--- config.mk ---
export PLATFORM = sky130hd
export DESIGN_NAME = ip_tx_arb
export DESIGN_NICKNAME = d
export VERILOG_FILES = /design/src/rtl/ip_tx_arb.sv
export SDC_FILE = /design/constraint.sdc
export NUM_CORES = 1
export LEC_CHECK = 0
export ABC_AREA = 1
export CELL_PAD_IN_SITES_DETAIL_PLACEMENT = 0
export CELL_PAD_IN_SITES_GLOBAL_PLACEMENT = 1
export CORE_MARGIN = 4
export CORE_UTILIZATION = 29
export DETAILED_ROUTE_END_ITERATION = 10
export GPL_ROUTABILITY_DRIVEN = 0
export PLACE_DENSITY = 0.95
export SYNTH_ARGS = -nofsm -noshare
export SYNTH_HDL_FRONTEND = slang
export SYNTH_SLANG_ARGS = --single-unit
--- constraint.sdc ---
create_clock -name clk -period 4.57 [get_ports clk]
set_input_delay 1.371 -clock clk [delete_from_list [all_inputs] [get_ports clk]]
set_output_delay 1.371 -clock clk [all_outputs]
set_load 0.02 [all_outputs]
--- src/rtl/ip_tx_arb.sv ---
// Round-robin arbiter that shares the IP transmit engine between ICMP (port 0) and UDP (port 1).
// Optional frame/abort counters are enabled by defining IP_TX_ARB_STATS_EN.
module ip_tx_arb #(
  parameter int          GAP_CYCLES = 12,
  parameter logic [19:0] TIMEOUT    = 20'hFFFFF
) (
  input  logic        clk,
  input  logic        rstn,
  input  logic        r0_req,
  input  logic [7:0]  r0_type,
  input  logic [15:0] r0_len,
  input  logic [7:0]  r0_data,
  input  logic        r0_ready,
  output logic        r0_ack,
  output logic        r0_data_req,
  output logic        r0_end,
  input  logic        r1_req,
  input  logic [7:0]  r1_type,
  input  logic [15:0] r1_len,
  input  logic [7:0]  r1_data,
  input  logic        r1_ready,
  output logic        r1_ack,
  output logic        r1_data_req,
  output logic        r1_end,
  output logic        ip_tx_req,
  input  logic        ip_tx_ack,
  output logic [7:0]  ip_send_type,
  output logic [15:0] ip_send_data_length,
  output logic [7:0]  upper_layer_data,
  output logic        upper_tx_ready,
  input  logic        upper_data_req,
  input  logic        ip_tx_end,
  output logic        grant,
  output logic        busy,
  output logic [1:0]  dbg_state
`ifdef IP_TX_ARB_STATS_EN
  ,
  output logic [15:0] cnt0,
  output logic [15:0] cnt1,
  output logic [15:0] cnt_abort
`endif
);

  // Handshake: a requester holds rX_req until rX_ack; the engine sees ip_tx_req
  // from GRANT entry until it answers with a one-cycle ip_tx_ack, and closes the
  // frame with a one-cycle ip_tx_end.
  typedef enum logic [1:0] {
    IDLE  = 2'd0,
    GRANT = 2'd1,
    BUSY  = 2'd2,
    GAP   = 2'd3
  } state_t;

  localparam int            GW       = $clog2(GAP_CYCLES + 2);
  localparam logic [GW-1:0] GAP_LOAD = GW'((GAP_CYCLES > 0) ? GAP_CYCLES - 1 : 0);

  state_t        state_q, state_d;
  logic          grant_q, grant_d;
  logic          last_q, last_d;
  logic          req_q, req_d;
  logic [GW-1:0] gcnt_q, gcnt_d;
  logic [19:0]   tcnt_q, tcnt_d;
  logic          tmo;

  assign tmo = (tcnt_q == TIMEOUT - 20'd1);

  always_comb begin
    state_d = state_q;
    grant_d = grant_q;
    last_d  = last_q;
    req_d   = req_q;
    gcnt_d  = gcnt_q;
    tcnt_d  = tcnt_q;
    case (state_q)
      IDLE: begin
        if (r0_req || r1_req) begin
          // With both asking, the one not served last wins.
          grant_d = (r0_req && r1_req) ? ~last_q : r1_req;
          last_d  = grant_d;
          tcnt_d  = '0;
          req_d   = 1'b1;
          state_d = GRANT;
        end
      end
      GRANT: begin
        if (tmo) begin
          req_d   = 1'b0;
          gcnt_d  = GAP_LOAD;
          state_d = GAP;
        end else begin
          tcnt_d = tcnt_q + 20'd1;
          if (ip_tx_ack) begin
            req_d   = 1'b0;
            state_d = BUSY;
          end
        end
      end
      BUSY: begin
        // A frame end in the timeout cycle still counts as a normal end.
        if (ip_tx_end || tmo) begin
          gcnt_d  = GAP_LOAD;
          state_d = GAP;
        end else begin
          tcnt_d = tcnt_q + 20'd1;
        end
      end
      GAP: begin
        if (gcnt_q == '0) state_d = IDLE;
        else              gcnt_d  = gcnt_q - 1'b1;
      end
      default: state_d = IDLE;
    endcase
  end

  always_ff @(posedge clk) begin
    if (!rstn) begin
      state_q <= IDLE;
      grant_q <= 1'b0;
      last_q  <= 1'b1;
      req_q   <= 1'b0;
      gcnt_q  <= '0;
      tcnt_q  <= '0;
    end else begin
      state_q <= state_d;
      grant_q <= grant_d;
      last_q  <= last_d;
      req_q   <= req_d;
      gcnt_q  <= gcnt_d;
      tcnt_q  <= tcnt_d;
    end
  end

  assign busy      = (state_q == GRANT) || (state_q == BUSY);
  assign grant     = grant_q;
  assign dbg_state = state_q;
  assign ip_tx_req = req_q;

  assign ip_send_type        = !busy ? 8'd0  : (grant_q ? r1_type  : r0_type);
  assign ip_send_data_length = !busy ? 16'd0 : (grant_q ? r1_len   : r0_len);
  assign upper_layer_data    = !busy ? 8'd0  : (grant_q ? r1_data  : r0_data);
  assign upper_tx_ready      = busy && (grant_q ? r1_ready : r0_ready);

  assign r0_ack      = busy && !grant_q && ip_tx_ack;
  assign r0_data_req = busy && !grant_q && upper_data_req;
  assign r0_end      = busy && !grant_q && ip_tx_end;
  assign r1_ack      = busy &&  grant_q && ip_tx_ack;
  assign r1_data_req = busy &&  grant_q && upper_data_req;
  assign r1_end      = busy &&  grant_q && ip_tx_end;

`ifdef IP_TX_ARB_STATS_EN
  logic end_ok, abort;

  assign end_ok = (state_q == BUSY) && ip_tx_end;
  assign abort  = busy && tmo && !end_ok;

  always_ff @(posedge clk) begin
    if (!rstn) begin
      cnt0      <= '0;
      cnt1      <= '0;
      cnt_abort <= '0;
    end else begin
      if (end_ok && !grant_q) cnt0      <= cnt0 + 16'd1;
      if (end_ok &&  grant_q) cnt1      <= cnt1 + 16'd1;
      if (abort)              cnt_abort <= cnt_abort + 16'd1;
    end
  end
`endif

endmodule

==> flow_summary.toml <==
[pwr]
comb_power_share = 0.703
p_leak_uw = 0.00150
switching_power_uw = 901
p_total_uw = 1820
cellPowerDensity_mw_per_mm2 = 486
cell_internal_pwr_uw = 916
clock_power_share = 0.121
seqPwrFrac = 0.177
ir_worst_vdd_mv = 0.256
power_switching_share = 0.496

[global_route]
grt_pass1_vias = 2991
grt_pass1_wl_mm = 13.3
overflow = 0
antenna_found_initial = 0
grt_max_degree = 42
grtUsageTotal = 0.162

[yosys]
ys_async_sr_fraction = 0
synth.distinct_cells = 24
synth.avg_cell_area_um2 = 5.73
syn_area_mm2 = 0.00244
synth_edf_count = 0
syn_nets = 506
netlist_instances = 425
ys_ff_latch = 29
ys.flop_type = "dfxtp_1"
ys_seq_area_frac = 0.238
yosysWarnings = 0

[placement]
hpwlAfterDp_mm = 6.28
io_buffers = 116
dp.cells = 628
place_area_mm2 = 0.00365

[sta]
slew_headroom = 0.322
period_share = 0.919
rsz0062_at_grt = "no"
drv_slew = 0
max_freq_mhz = 238
tns_ns = 0
tightest_slew_ns = 1.02
fin_skew_ns = 0.00395
hold_violations = 0
setup_viol = 0
finalCriticalPeriod_ns = 4.20

[run_status]
outcome = "complete, no violations"

[critical_path]
arrival_ns = 2.83
end_kind = "output port"
cp-start-kind = "flop"
path_max_fanout = 36
cp.required_ns = 3.20
worstSetupPathType = "flop to output port"

[cells_and_area]
drive_above_1_share = 0.0585
final_cell_area_mm2 = 0.00374
areaGrowthSynthToFinish_pct = 53.4
stdcell_count = 635
fin_nets = 611
diodes = 0

[cts]
cts_tree = "done"
clockBufferDepth = 2
clock_latency_ns = 0.28
cts_buffers = 5
postCtsHoldBufs = 0
htreeDepth = 2
cts_setup_buffers = 0
cts_num_sinks = 29
root_buffer = "clkbuf_8"
path_clk_slew_ns = 0.06
ctsResizeCount = 0

[run]
maxCapViolations = 0

[route]
routed_wl_mm = 8.13
vias_per_cell = 4.59
drtIter0Drc = 155
drcViolationCount = 0
vias = 2916
drt_pass1_iterations = 4
ant_nets = 0
wl_per_cell_um = 12.8

[floorplan]
placementRows = 33
start_util = 0.298
io_pins = 117
dieArea_mm2 = 0.00994
die_y_um = 99.7
core-area_mm2 = 0.00818
die_x_um = 99.7

[min_path]
hp-class = "flop to flop"
==> synthesized netlist by cell type (all sizes together) (3+ instances only) <==
master  instances  area share
buf             3       0.011
nand4           6       0.015
xor2            9       0.032
ha              8       0.041
o21ai          43       0.088
clkbuf         17       0.026
nor3            8       0.016
a21oi          22       0.061
nand2         104        0.17
nand3          44       0.090
dfxtp          29        0.24
nor2           58       0.093
inv            70        0.11
==> flip-flops by register name (all words and copies together), names as in the netlist <==
name       cells
last_q         1
gcnt_q         4
grant          1
ip_tx_req      1
dbg_state      2
tcnt_q        20
==> logic make-up (layout without fill, tap and decap cells) <==
| kind of cell | Yosys count | after routing | share of synthesized area |
|---|---|---|---|
| and+or+nand+nor | 222 | 222 | 0.388 |
| buffers and inverters | 90 | 195 | 0.145 |
| AOI/OAI and AO/OA | 67 | 67 | 0.155 |
| DFF | 29 | 29 | 0.238 |
| xor gates and xnor gates | 9 | 9 | 0.0323 |
| adders and majority gates | 8 | 8 | 0.0411 |
==> layer usage <==
metal	wire length, um	part of all wire	up-vias	GRT usage
met5	0	0	-	0
met4	53	0.0065	0	0.0357
met3	775	0.095	4	0.0708
met2	3950	0.49	91	0.290
met1	3360	0.41	1286	0.177
li1	-	-	1535	-
==> cell type report <==
type | instances | area [um2]
repair buffers | 118 | 1180
inverters | 70 | 263
clock buffers | 7 | 86.3
multi-input cells | 306 | 1500
fillers | 824 | 4440
well taps | 105 | 131
flip-flops and latches | 29 | 581
==> cell usage in the layout, fill, tap and decap left out, drive strengths merged <==
master and instances:
clkdlybuf4s50 116, nand2 104, inv 70, nor2 58
nand3 44, o21ai 43, dfxtp 29, a21oi 22
xor2 9, nor3 8, ha 8, clkbuf 7
nand4 6, or2 2, buf 2, o21a 1
o21bai 1
==> power groups by stage <==
stage	clock network (uW)	registers, uW	logic [uW]
after floorplan	0	337	763
after global placement	0	325	1280
after detailed placement	0	327	1280
after CTS	221	322	1290
after global routing	231	327	1400
final	219	321	1280
==> worst max-delay path: stages, from the launching register on <==
cell and delay (ns):
dfxtp_1 0.44, inv_1 0.12, ha_1 0.32, inv_2 0.14, or2_2 0.53, o21ai_0 0.33, clkdlybuf4s50_1 0.67
==> final timing paths <==
path / cells past startpoint / start / to / slack [ns]
max reg2reg: 13 / tcnt_q[0] / tcnt_q[16] / 2.28
min reg2reg: 2 / last_q / last_q / 0.48
min: 2 / last_q / last_q / 0.48
max: 6 / dbg_state[1] / ip_send_data_length[2] / 0.37
==> metrics by stage <==
stage,setup WS (ns),hold slack (ns),utilization
detailed placement,0.388,0.468,0.447
global placement,0.378,0.440,0.447
global route,0.200,0.506,0.457
CTS,0.321,0.484,0.457
finish,0.371,0.479,0.457
floorplan,0.791,0.429,-
Power figures use the tool's default switching activity.
